`src/rtl/execute_cycle.sv`:
```
// RV32I execute stage: operand forwarding, ALU, beq resolution and the EX/MEM register.
// EXEC_FORWARDING_EN enables the ForwardA_E/ForwardB_E operand muxes.
module execute_cycle #(
  parameter int unsigned DATA_W = 32,
  parameter int unsigned REG_AW = 5
) (
  input  logic              clk,
  input  logic              rst,
  input  logic              ValidE,
  input  logic              RegWriteE,
  input  logic              ALUSrcE,
  input  logic              MemWriteE,
  input  logic              ResultSrcE,
  input  logic              BranchE,
  input  logic [2:0]        ALUControlE,
  input  logic [DATA_W-1:0] RD1_E,
  input  logic [DATA_W-1:0] RD2_E,
  input  logic [DATA_W-1:0] Imm_Ext_E,
  input  logic [DATA_W-1:0] PCE,
  input  logic [DATA_W-1:0] PCPlus4E,
  input  logic [REG_AW-1:0] RD_E,
  input  logic [1:0]        ForwardA_E,
  input  logic [1:0]        ForwardB_E,
  input  logic [DATA_W-1:0] ResultW,
  input  logic              StallM,
  input  logic              FlushE,
  output logic              PCSrcE,
  output logic [DATA_W-1:0] PCTargetE,
  output logic              ValidM,
  output logic              RegWriteM,
  output logic              MemWriteM,
  output logic              ResultSrcM,
  output logic [REG_AW-1:0] RD_M,
  output logic [DATA_W-1:0] ALU_ResultM,
  output logic [DATA_W-1:0] WriteDataM,
  output logic [DATA_W-1:0] PCPlus4M
);

  logic [DATA_W-1:0] fwd_a, fwd_b, src_b, alu_result;
  logic              zero, advance;

  logic              valid_q, reg_write_q, mem_write_q, result_src_q;
  logic [REG_AW-1:0] rd_q;
  logic [DATA_W-1:0] alu_result_q, write_data_q, pc_plus4_q;

`ifdef EXEC_FORWARDING_EN
  always_comb begin
    case (ForwardA_E)
      2'b01:   fwd_a = ResultW;
      2'b10:   fwd_a = alu_result_q;
      default: fwd_a = RD1_E;
    endcase
    case (ForwardB_E)
      2'b01:   fwd_b = ResultW;
      2'b10:   fwd_b = alu_result_q;
      default: fwd_b = RD2_E;
    endcase
  end
`else
  // Forward selects stay on the port list so the hazard unit wiring is unchanged.
  logic [3:0] unused_fwd;
  assign unused_fwd = {ForwardA_E, ForwardB_E};
  logic [DATA_W-1:0] unused_result_w;
  assign unused_result_w = ResultW;
  assign fwd_a = RD1_E;
  assign fwd_b = RD2_E;
`endif

  assign src_b = ALUSrcE ? Imm_Ext_E : fwd_b;

  always_comb begin
    alu_result = '0;
    case (ALUControlE)
      3'b000:  alu_result = fwd_a + src_b;
      3'b001:  alu_result = fwd_a - src_b;
      3'b010:  alu_result = fwd_a & src_b;
      3'b011:  alu_result = fwd_a | src_b;
      3'b101:  alu_result[0] = ($signed(fwd_a) < $signed(src_b));
      default: alu_result = '0;
    endcase
  end

  assign zero      = (alu_result == '0);
  assign PCTargetE = PCE + Imm_Ext_E;
  // Gated by StallM so a held branch redirects fetch only once, when it advances.
  assign PCSrcE    = ValidE & BranchE & zero & ~FlushE & ~StallM;
  assign advance   = ValidE & ~FlushE;

  always_ff @(posedge clk or posedge rst) begin
    if (rst) begin
      valid_q      <= 1'b0;
      reg_write_q  <= 1'b0;
      mem_write_q  <= 1'b0;
      result_src_q <= 1'b0;
      rd_q         <= '0;
      alu_result_q <= '0;
      write_data_q <= '0;
      pc_plus4_q   <= '0;
    end else if (!StallM) begin
      // Bubbles still carry data fields; only the side-effecting controls are squashed.
      valid_q      <= advance;
      reg_write_q  <= RegWriteE & advance;
      mem_write_q  <= MemWriteE & advance;
      result_src_q <= ResultSrcE;
      rd_q         <= RD_E;
      alu_result_q <= alu_result;
      write_data_q <= fwd_b;
      pc_plus4_q   <= PCPlus4E;
    end
  end

  assign ValidM      = valid_q;
  assign RegWriteM   = reg_write_q;
  assign MemWriteM   = mem_write_q;
  assign ResultSrcM  = result_src_q;
  assign RD_M        = rd_q;
  assign ALU_ResultM = alu_result_q;
  assign WriteDataM  = write_data_q;
  assign PCPlus4M    = pc_plus4_q;

endmodule

```
`config.mk`:
```
export PLATFORM = sky130hd
export DESIGN_NAME = execute_cycle
export DESIGN_NICKNAME = d
export VERILOG_FILES = /design/src/rtl/execute_cycle.sv
export SDC_FILE = /design/constraint.sdc
export NUM_CORES = 1
export LEC_CHECK = 0
export BUFFER_PORTS_ARGS = -buffer_cell sky130_fd_sc_hd__buf_4
export CAP_MARGIN = 40
export CELL_PAD_IN_SITES_DETAIL_PLACEMENT = 1
export CELL_PAD_IN_SITES_GLOBAL_PLACEMENT = 1
export CORE_MARGIN = 5
export CORE_UTILIZATION = 41
export DETAILED_ROUTE_END_ITERATION = 16
export PLACE_DENSITY = 0.83
export SLEW_MARGIN = 20
export SYNTH_ARGS = -nofsm -noshare
export SYNTH_HDL_FRONTEND = slang
export SYNTH_SLANG_ARGS = --single-unit
```
`constraint.sdc`:
```
create_clock -name clk -period 7.2 [get_ports clk]
set_input_delay 0.36 -clock clk [delete_from_list [all_inputs] [get_ports clk]]
set_output_delay 0.36 -clock clk [all_outputs]
set_load 0.02 [all_outputs]
```
==> impl_metrics.json, run 1 <==
{
  "post_dp_hpwl_mm": 38.41,
  "worst_ir_drop_on_vdd_mv": 0.1170,
  "drt-total-wl_mm": 47.19,
  "postCtsSetupBuffers": 0,
  "slowest_stage": "sky130_fd_sc_hd__mux2i_1",
  "r2r_setup_slack_ns": 6.34,
  "cp-end-kind": "primary output",
  "critical_path.cell_chain": "buf_4 -> mux2i_1 -> ha_1 -> a2111oi_0 -> nor3_2 -> o21ai_2 -> a21oi_1 -> o211ai_1 -> a21o_1 -> a32oi_1 -> xnor2_1 -> o221ai_1 -> or4b_1 -> nor4b_2 -> buf_4",
  "first_global_vias": 12100,
  "io_buffer_count": 315,
  "wire_length_of_the_first_global_routing_pass_mm": 71.42,
  "post_synth_instance_area_sq_mm": 0.01084,
  "fin_tns_setup_ns": 0,
  "area_growth_syn_to_layout_pct": 27.07,
  "clkSlewWorstSetupHoldPaths_ns": 0.08,
  "cts_tree": "done",
  "routabilityCongestion": 0.9710,
  "critPathMostFrequentCell": "sky130_fd_sc_hd__buf_4",
  "die_h_um": 172.6,
  "vias": 11330,
  "class_of_the_tightest_hold_or_removal_check": "input port to async pin",
  "drt-pass1-iter-count": 6,
  "core_area_sq_mm": 0.02606,
  "synth.area.top_cells": "sky130_fd_sc_hd__dfrtp_1 24%, sky130_fd_sc_hd__ha_1 15%, sky130_fd_sc_hd__mux2_2 9.3%, sky130_fd_sc_hd__a21oi_1 5.2%, sky130_fd_sc_hd__inv_1 3.6%",
  "critical-path-max-stage-delay_ns": 0.66,
  "grt_max_degree": 60,
  "drt_iter0_drc": 675,
  "grt_overflow_total": 0,
  "syn-num-nets": 1614,
  "synth-warning-count": 0,
  "grt_util_all_layers_pct": 29.93,
  "crit_arrival_ns": 5.25,
  "via_per_inst": 6.016,
  "fin_worst_skew_ns": 0,
  "drtAntennaViolNets": 0,
  "average_wire_per_cell_in_the_routed_design_um": 25.05,
  "max-cap-violations": 0,
  "final_common_cell": "sky130_fd_sc_hd__buf_4",
  "cts-buffers-inserted": 9,
  "antenna_found_initial": 1,
  "async_flop_share_pct": 100.0,
  "remaining_drc_errors": 0,
  "power_density_mw_per_mm2": 178.6,
  "timing_worst_slew_pin_value_ns": 0.8436,
  "grt_setup_unrepaired": "false",
  "design.final.nets": 1890,
  "resize_count_post_cts": 0,
  "clock-sinks": 105,
  "synth-edff-count": 0,
  "max-clock-path-buffers": 2,
  "design.portCount": 352,
  "initial_utilization_pct": 41.61,
  "ff2ff_path_depth": 1,
  "ctsHtreeMaxLevel": 3,
  "critPathMaxFanout": 32,
  "maxSlewViolCount": 0,
  "final_hold_viol_count": 0,
  "chipWidth_um": 172.6,
  "cell_rows": 59,
  "run_status": "finished clean",
  "met1_length_mm": 19.09,
  "worst_r2r_startpoint": "ALU_ResultM[18]",
  "cts-root-buf": "sky130_fd_sc_hd__clkbuf_16",
  "synth_seq_cells": 105,
  "synthesis.instances": 1267,
  "crit_share_post_route_pct": 77.86,
  "total_leakage_power_nw": 6.675,
  "critical_path.startpoint": "ALUSrcE",
  "fp.dieArea_sq_mm": 0.02980,
  "cp_data_required_time_ns": 6.84,
  "final_cell_mix": "321 x sky130_fd_sc_hd__buf_4, 130 x sky130_fd_sc_hd__ha_1, 113 x sky130_fd_sc_hd__a21oi_1",
  "synth_top_flop_cell": "sky130_fd_sc_hd__dfrtp_1",
  "yosysUniqueCellTypes": 87,
  "max_freq_mhz": 178.4,
  "finalCoreUtilization_pct": 52.87,
  "hold_buffers": 0,
  "final_layout_size_suffix_gt1_share_pct": 29.72,
  "final_setup_vio_count": 0,
  "route.top_layer_used": "met4",
  "insertion_delay_ns": 0.35,
  "met3RoutedLength_mm": 3.630,
  "yosysTopAreaCell": "sky130_fd_sc_hd__dfrtp_1",
  "met2_length_mm": 22.72,
  "netlist.area_leader.share_pct": 24.23,
  "postSynthAreaPerCell_sq_um": 8.558,
  "timing.setup.critical_path_class": "input port to primary output",
  "synth_seq_area_share_pct": 24.23,
  "slew-limit-headroom_pct": 43.55,
  "worst_setup_path_start_kind": "input port",
  "tmin_final_ns": 5.606
}
## cell type report
| class | count | area (sq um) |
|---|---|---|
| Sequential cell | 105 | 2628 |
| Inverter | 108 | 407.9 |
| Fill cell | 3114 | 12280 |
| Antenna cell | 1 | 2.502 |
| Timing Repair Buffer | 324 | 2469 |
| Tap cell | 335 | 419.2 |
| Clock buffer | 9 | 225.2 |
| Clock inverter | 7 | 61.31 |
| Multi-Input combinational cell | 995 | 7566 |
## synthesized netlist by cell type (all sizes together) (5+ instances only)
cell type and number:
a2111oi 10, a211o 5, a211oi 14, a21o 29, a21oi 115, a221oi 6, a31oi 12, and2 9
and3 6, buf 26, clkbuf 33, dfrtp 105, ha 130, inv 107, mux2 90, mux2i 35
nand2 82, nand2b 10, nand3 13, nand4 21, nor2 103, nor2b 13, nor3 22, nor3b 5
nor4 8, o211ai 16, o21a 9, o21ai 59, o21bai 13, o221ai 8, o22ai 5, o311ai 9
o31ai 13, or3 10, xnor2 29, xor2 16
## worst paths after layout
path | end
max | PCSrcE
min | RD_M[4]
max reg2reg | ALU_ResultM[18]
min reg2reg | ALU_ResultM[10]
max in group asynchronous | PCPlus4M[18]
min in group clk | MemWriteM
## kinds of logic (layout without fill, tap and decap cells)
group                      count (synthesis)  after routing  share of synthesized area, %
and+or+nand+nor                          314            314                         13.87
buffers and inverters                    167            448                         6.035
adders and majority gates                133            133                         15.56
other                                      0              1                             0
muxes                                    125            125                         12.58
xor gates and xnor gates                  45             45                         3.635
DFF                                      105            105                         24.23
AOI/OAI and AO/OA                        378            378                         24.09
## flip-flops by register name, indices dropped and copies added (netlist names)
| name | flops |
|---|---|
| WriteDataM | 32 |
| ResultSrcM | 1 |
| ALU_ResultM | 32 |
| ValidM | 1 |
| RegWriteM | 1 |
| RD_M | 5 |
| MemWriteM | 1 |
| PCPlus4M | 32 |
## metal layers
layer	global-route usage, %	vias up
met5	0	-
met4	10.63	0
met3	6.157	97
met2	51.28	467
met1	37.33	5633
li1	-	5137
## critical path, delay by kind of cell
kind	cells	cell delay (ns)
AO/OA/AOI/OAI	7	1.92
AND/OR/NAND/NOR	3	0.92
buffers and inverters	2	0.69
multiplexers	1	0.66
adder cells (fa/ha/maj)	1	0.51
XOR/XNOR	1	0.18
## report_power, final
| group | switching (W) | leakage, nW | total, W | internal [W] |
|---|---|---|---|---|
| Clock | 0.000253 | 0.140 | 0.000496 | 0.000243 |
| Sequential | 0.0000464 | 1.26 | 0.000706 | 0.000660 |
| Combinational | 0.000753 | 5.27 | 0.00126 | 0.000505 |
## per-stage QoR
stage | cells | hold slack, ns | power (W) | cell area [sq um] | setup WS [ns]
after CTS | 1883 | 0.03653 | 0.002454 | 13780 | 1.747
after global placement | 1864 | 0.4178 | 0.001903 | 13430 | 1.701
final | 1884 | 0.02045 | 0.002460 | 13780 | 1.594
after detailed placement | 1867 | 0.4133 | 0.001952 | 13490 | 1.768
after global routing | 1884 | 0.04701 | 0.002581 | 13780 | 1.452
after floorplan | 1267 | 0.4927 | 0.001441 | 10840 | 2.258
No activity file was read; power rests on OpenSTA's default activity.
==> inputs of run 2 (changes only) <==
--- a/config.mk
+++ b/config.mk
@@ -10,9 +10,9 @@
 export CELL_PAD_IN_SITES_DETAIL_PLACEMENT = 1
 export CELL_PAD_IN_SITES_GLOBAL_PLACEMENT = 1
 export CORE_MARGIN = 5
-export CORE_UTILIZATION = 41
+export CORE_UTILIZATION = 38
 export DETAILED_ROUTE_END_ITERATION = 16
-export PLACE_DENSITY = 0.83
+export PLACE_DENSITY = 0.78
 export SLEW_MARGIN = 20
 export SYNTH_ARGS = -nofsm -noshare
 export SYNTH_HDL_FRONTEND = slang
==> constraint.sdc (replaced) <==
create_clock -name clk -period 5.8 [get_ports clk]
set_input_delay 0.29 -clock clk [delete_from_list [all_inputs] [get_ports clk]]
set_output_delay 0.29 -clock clk [all_outputs]
set_load 0.02 [all_outputs]
==> run 2 against run 1 <==
Sequential share of layout area down 0.083 points. Worst setup slack worse by 0.94 ns. Count of clock-buffer cells in the layout unchanged. Global-route usage down 2.0 points. Non-clock buffer count up 2. Critical endpoint unchanged. Die area up 7.4%. Critical path depth up 1. Critical path type unchanged.
==> impl_metrics.json, run 2 (synthesized netlist as in run 1, its figures left out) <==
{
  "run_status": "finished clean",
  "placed_cell_area_sq_mm": 0.01354,
  "final_hold_viol_count": 0,
  "max_freq_mhz": 194.4,
  "slew-limit-headroom_pct": 37.25,
  "seq_power_share_pct": 28.6,
  "design.final.nets": 1892,
  "grt_util_all_layers_pct": 27.94,
  "class_of_the_tightest_hold_or_removal_check": "input port to async pin",
  "timing.setup.critical_path_class": "input port to primary output",
  "final_layout_size_suffix_gt1_share_pct": 29.87,
  "postCtsSetupBuffers": 0,
  "cell_internal_pwr_w": 0.001752,
  "fp.dieArea_sq_mm": 0.03201,
  "crit_arrival_ns": 4.85,
  "maxSlewViolCount": 0,
  "remaining_drc_errors": 0,
  "cp-end-kind": "primary output",
  "capturing_point_of_the_worst_reg2reg_path": "ALU_ResultM[0]",
  "via_per_inst": 5.782,
  "clkSlewWorstSetupHoldPaths_ns": 0.08,
  "clock-sinks": 105,
  "grt_max_degree": 59,
  "p_comb_share_pct": 51.0,
  "initial_utilization_pct": 38.71,
  "grt_overflow_total": 0,
  "insertion_delay_ns": 0.34,
  "chipWidth_um": 178.9,
  "average_wire_per_cell_in_the_routed_design_um": 23.56,
  "drt-pass1-iter-count": 5,
  "pwr-share-clk_pct": 20.4,
  "drtAntennaViolNets": 0,
  "power_switching_w": 0.001291,
  "resize_count_post_cts": 0,
  "die_h_um": 178.9,
  "total_leakage_power_nw": 6.687,
  "worst_r2r_startpoint": "ALU_ResultM[0]",
  "grt_setup_unrepaired": "false",
  "cts_tree": "done",
  "core_area_sq_mm": 0.02801,
  "ff2ff_path_depth": 1,
  "post_dp_hpwl_mm": 37.44,
  "cts-root-buf": "sky130_fd_sc_hd__clkbuf_16",
  "r2r_setup_slack_ns": 4.97,
  "io_buffer_count": 315,
  "fin_tns_setup_ns": 0,
  "timing_worst_slew_pin_value_ns": 0.9150,
  "worst_setup_path_start_kind": "input port",
  "first_global_vias": 11900,
  "final_setup_vio_count": 0,
  "crit_share_post_route_pct": 88.68,
  "finalCoreUtilization_pct": 49.40,
  "worst_ir_drop_on_vdd_mv": 0.1771,
  "tmin_final_ns": 5.143,
  "fin_worst_skew_ns": 0,
  "max-clock-path-buffers": 2,
  "antenna_found_initial": 1,
  "drt_iter0_drc": 667,
  "max-cap-violations": 0,
  "critical_path.startpoint": "ALUSrcE",
  "endpoint": "PCSrcE",
  "final_common_cell": "sky130_fd_sc_hd__buf_4",
  "design.portCount": 352,
  "wire_length_of_the_first_global_routing_pass_mm": 69.39,
  "ctsHtreeMaxLevel": 3,
  "power_density_mw_per_mm2": 219.9,
  "area_growth_syn_to_layout_pct": 27.63,
  "cts-buffers-inserted": 9,
  "final_cell_mix": "325 x sky130_fd_sc_hd__buf_4, 130 x sky130_fd_sc_hd__ha_1, 113 x sky130_fd_sc_hd__a21oi_1",
  "routabilityCongestion": 0.9268,
  "cell_rows": 61,
  "critPathMaxFanout": 22,
  "final_power_w": 0.003043,
  "hold_buffers": 0,
  "drt-total-wl_mm": 45.45,
  "cp_data_required_time_ns": 5.51,
  "vias": 11150,
  "swShare_pct": 42.43,
  "final_design_area_no_fill_sq_mm": 0.01384
}
## run 2: cell count changes in the layout (fill, tap and decap cells not counted)
cell                         before  now
sky130_fd_sc_hd__buf_1            1    0
sky130_fd_sc_hd__clkinvlp_4       1    0
sky130_fd_sc_hd__clkinv_2         1    0
sky130_fd_sc_hd__buf_4          321  325
sky130_fd_sc_hd__clkinv_4         1    3
sky130_fd_sc_hd__inv_6            2    1
sky130_fd_sc_hd__inv_8            2    3
sky130_fd_sc_hd__buf_16           2    1
## run 2: worst min path at each step
stage | from | to | slack [ns] | cells past startpoint
final | rst | ResultSrcM | 0.02 | 2
after detailed placement | rst | ResultSrcM | 0.44 | 2
after floorplan | MemWriteE | MemWriteM | 0.42 | 1
after global placement | rst | ResultSrcM | 0.43 | 2
after global routing | rst | RD_M[4] | 0.08 | 2
after CTS | rst | ResultSrcM | 0.05 | 2
## run 2: area by class of cell
cell class	count	area, sq um
diodes	1	2.502
clock buffers	9	225.2
clock inverters	7	68.82
fillers	3354	14170
inverters	108	407.9
multi-input cells	995	7566
flip-flops and latches	105	2628
well taps	378	473.0
repair buffers	326	2467
## run 2: per-stage QoR
stage               hold slack (ns)  setup slack (ns)  instances
floorplan                    0.4227            0.9984       1267
global placement             0.4296            0.7780       1911
detailed placement           0.4383            0.7555       1912
CTS                         0.04827            0.7221       1928
global route                0.08134            0.2426       1929
finish                      0.02000            0.6566       1929
## run 2: metal layers
metal  track usage [%]  vias to the layer above  share of wire (%)
met2             46.86                      396                 49
met1             35.39                     5544                 41
met5                 0                        -                  0
met3             7.043                       68                7.4
met4             8.507                        0                2.9
li1                  -                     5145                  -
## run 2: power groups by stage
stage / Combinational, W / Clock (W) / Sequential (W)
final: 0.00155 / 0.000621 / 0.000871
after global routing: 0.00166 / 0.000666 / 0.000881
after CTS: 0.00154 / 0.000636 / 0.000872
after detailed placement: 0.00153 / 0 / 0.000884
after global placement: 0.00149 / 0 / 0.000877
after floorplan: 0.000805 / 0 / 0.000984
## run 2: worst max-delay path, cell delays in order
cell,delay (ns)
sky130_fd_sc_hd__buf_4,0.33
sky130_fd_sc_hd__buf_4,0.33
sky130_fd_sc_hd__mux2i_1,0.33
sky130_fd_sc_hd__ha_1,0.41
sky130_fd_sc_hd__a21o_1,0.21
sky130_fd_sc_hd__a21oi_1,0.40
sky130_fd_sc_hd__o21ai_0,0.14
sky130_fd_sc_hd__or3_1,0.46
sky130_fd_sc_hd__a21oi_1,0.20
sky130_fd_sc_hd__xnor2_1,0.08
sky130_fd_sc_hd__a221oi_1,0.58
sky130_fd_sc_hd__o211ai_1,0.15
sky130_fd_sc_hd__nor4_1,0.34
sky130_fd_sc_hd__nand4_1,0.15
sky130_fd_sc_hd__nor4b_2,0.25
sky130_fd_sc_hd__buf_4,0.19
==> inputs of run 3 (changes only) <==
--- a/config.mk
+++ b/config.mk
@@ -7,12 +7,10 @@
 export LEC_CHECK = 0
 export BUFFER_PORTS_ARGS = -buffer_cell sky130_fd_sc_hd__buf_4
 export CAP_MARGIN = 40
-export CELL_PAD_IN_SITES_DETAIL_PLACEMENT = 1
-export CELL_PAD_IN_SITES_GLOBAL_PLACEMENT = 1
 export CORE_MARGIN = 5
-export CORE_UTILIZATION = 38
+export CORE_UTILIZATION = 53
 export DETAILED_ROUTE_END_ITERATION = 16
-export PLACE_DENSITY = 0.78
+export PLACE_DENSITY = 0.79
 export SLEW_MARGIN = 20
 export SYNTH_ARGS = -nofsm -noshare
 export SYNTH_HDL_FRONTEND = slang
==> run 3 against run 2 <==
First-iteration DRC count grew 24%. Count of clock-buffer cells in the layout up 1. Final area fell by 0.77%. Total power decreased by 0.26%. Critical path type unchanged.
==> impl_metrics.json, run 3 (synthesized netlist as in run 1, its figures left out) <==
{
  "run_status": "finished clean",
  "critPathTopFamily": "compound AO/OA/AOI/OAI gates",
  "wire_length_of_the_first_global_routing_pass_mm": 61.63,
  "post_placement_worst_setup_slack_ns": 0.8223,
  "design.final.nets": 1892,
  "insertion_delay_ns": 0.34,
  "multi_input_combinational_cell_area_sq_mm": 0.007566,
  "post_dp_hpwl_mm": 32.95,
  "critical_path.cell_chain": "buf_4 -> buf_4 -> mux2i_1 -> ha_1 -> a21oi_1 -> o21ai_0 -> a21o_1 -> o2bb2ai_1 -> a311o_1 -> nor2_1 -> a31oi_1 -> xor2_1 -> a221oi_1 -> nand4_1 -> nor4b_2 -> buf_4",
  "n_fill_cell": 1649,
  "max-clock-path-buffers": 2,
  "fin_tns_setup_ns": 0,
  "cts-root-buf": "sky130_fd_sc_hd__clkbuf_16",
  "timing_worst_slew_pin_value_ns": 0.8943,
  "first_global_vias": 10970,
  "finalWorstSetupSlack_ns": 0.6643,
  "storage_element_area_sq_mm": 0.002628,
  "resize_count_post_cts": 0,
  "drt-pass1-iter-count": 6,
  "final_common_cell": "sky130_fd_sc_hd__buf_4",
  "final_hold_viol_count": 0,
  "grt_util_all_layers_pct": 32.79,
  "die_h_um": 153.0,
  "clock-sinks": 105,
  "design.portCount": 352,
  "power_density_mw_per_mm2": 221.0,
  "average_wire_per_cell_in_the_routed_design_um": 22.16,
  "routabilityCongestion": 0.9969,
  "groute.layer.met2.usage_pct": 52.85,
  "area_growth_syn_to_layout_pct": 26.64,
  "cp-end-kind": "primary output",
  "maxSlewViolCount": 0,
  "cell_rows": 52,
  "worst_ir_drop_on_vdd_mv": 0.1751,
  "total_leakage_power_nw": 6.701,
  "timing.setup.critical_path_class": "input port to primary output",
  "grt_setup_unrepaired": "false",
  "ctsHtreeMaxLevel": 3,
  "via_per_inst": 6.090,
  "globalRoute.busiestLayer": "met2",
  "grt_max_degree": 59,
  "grt_overflow_total": 0,
  "finish.cell_count_without_fillers": 1820,
  "numPlacedInstances": 1803,
  "chipWidth_um": 153.0,
  "core_area_sq_mm": 0.02017,
  "drt-total-wl_mm": 40.33,
  "crit_share_post_route_pct": 88.55,
  "drt_iter0_drc": 830,
  "crit_arrival_ns": 4.85,
  "postCtsSetupBuffers": 0,
  "io_buffer_count": 315,
  "cts_tree": "done",
  "tmin_final_ns": 5.136,
  "critical-path-max-stage-delay_ns": 0.57,
  "clkSlewWorstSetupHoldPaths_ns": 0.08,
  "final_setup_vio_count": 0,
  "final_cell_mix": "323 x sky130_fd_sc_hd__buf_4, 130 x sky130_fd_sc_hd__ha_1, 113 x sky130_fd_sc_hd__a21oi_1",
  "class_of_the_tightest_hold_or_removal_check": "input port to async pin",
  "hold_buffers": 0,
  "slowest_stage": "sky130_fd_sc_hd__a221oi_1",
  "worst_setup_path_start_kind": "input port",
  "vias": 11080,
  "fp.dieArea_sq_mm": 0.02342,
  "antenna_cells_inserted": 0,
  "drtAntennaViolNets": 0,
  "worst-path-buf-inv": 3,
  "initial_utilization_pct": 53.76,
  "slew-limit-headroom_pct": 40.16,
  "critPathMostFrequentCell": "sky130_fd_sc_hd__buf_4",
  "critPathMaxFanout": 20,
  "remaining_drc_errors": 0,
  "max-cap-violations": 0,
  "met1_usage_pct": 42.63,
  "fin_worst_skew_ns": 0,
  "final_layout_size_suffix_gt1_share_pct": 29.87,
  "antenna_found_initial": 0,
  "max_freq_mhz": 194.7,
  "grt_util_met3_pct": 8.849,
  "cts-buffers-inserted": 9,
  "cp_data_required_time_ns": 5.51
}
[run 3: final timing paths]
| path | from | to | slack [ns] | depth (start not counted) |
|---|---|---|---|---|
| max | ALUSrcE | PCSrcE | 0.66 | 16 |
| min | rst | WriteDataM[20] | 0.006 | 2 |
| max reg2reg | ALU_ResultM[18] | ALU_ResultM[18] | 4.95 | 1 |
| min reg2reg | ALU_ResultM[10] | ALU_ResultM[10] | 0.49 | 1 |
| max in group asynchronous | rst | ALU_ResultM[11] | 4.60 | 3 |
| min in group clk | RegWriteE | RegWriteM | 0.15 | 2 |
[run 3: area by class of cell]
cell class	instances	area share, %
clock buffers	10	1.740
clock inverters	6	0.5103
inverters	108	2.970
multi-input cells	995	55.10
flip-flops and latches	105	19.13
well taps	270	2.460
repair buffers	326	18.09
[run 3: power breakdown]
part           switching (W)  internal [W]
sequential         0.0000490      0.000819
combinational       0.000891      0.000627
clock               0.000296      0.000353
total                0.00124       0.00180
[run 3: metal layers]
metal | share of wire (%) | wire length (um)
met1 | 41 | 16480
met2 | 46 | 18700
met3 | 9.4 | 3774
met4 | 3.4 | 1380
met5 | 0 | 0
[run 3: metrics by stage]
| step | total power [W] | utilization [%] | hold slack [ns] | area, sq um |
|---|---|---|---|---|
| after global routing | 0.003187 | 68.08 | 0.06001 | 13730 |
| after floorplan | 0.001789 | - | 0.4227 | 10840 |
| after detailed placement | 0.002367 | 66.50 | 0.3975 | 13410 |
| after CTS | 0.003021 | 68.03 | 0.01989 | 13720 |
| after global placement | 0.002341 | 66.26 | 0.3968 | 13360 |
| final | 0.003035 | 68.08 | 0.006155 | 13730 |
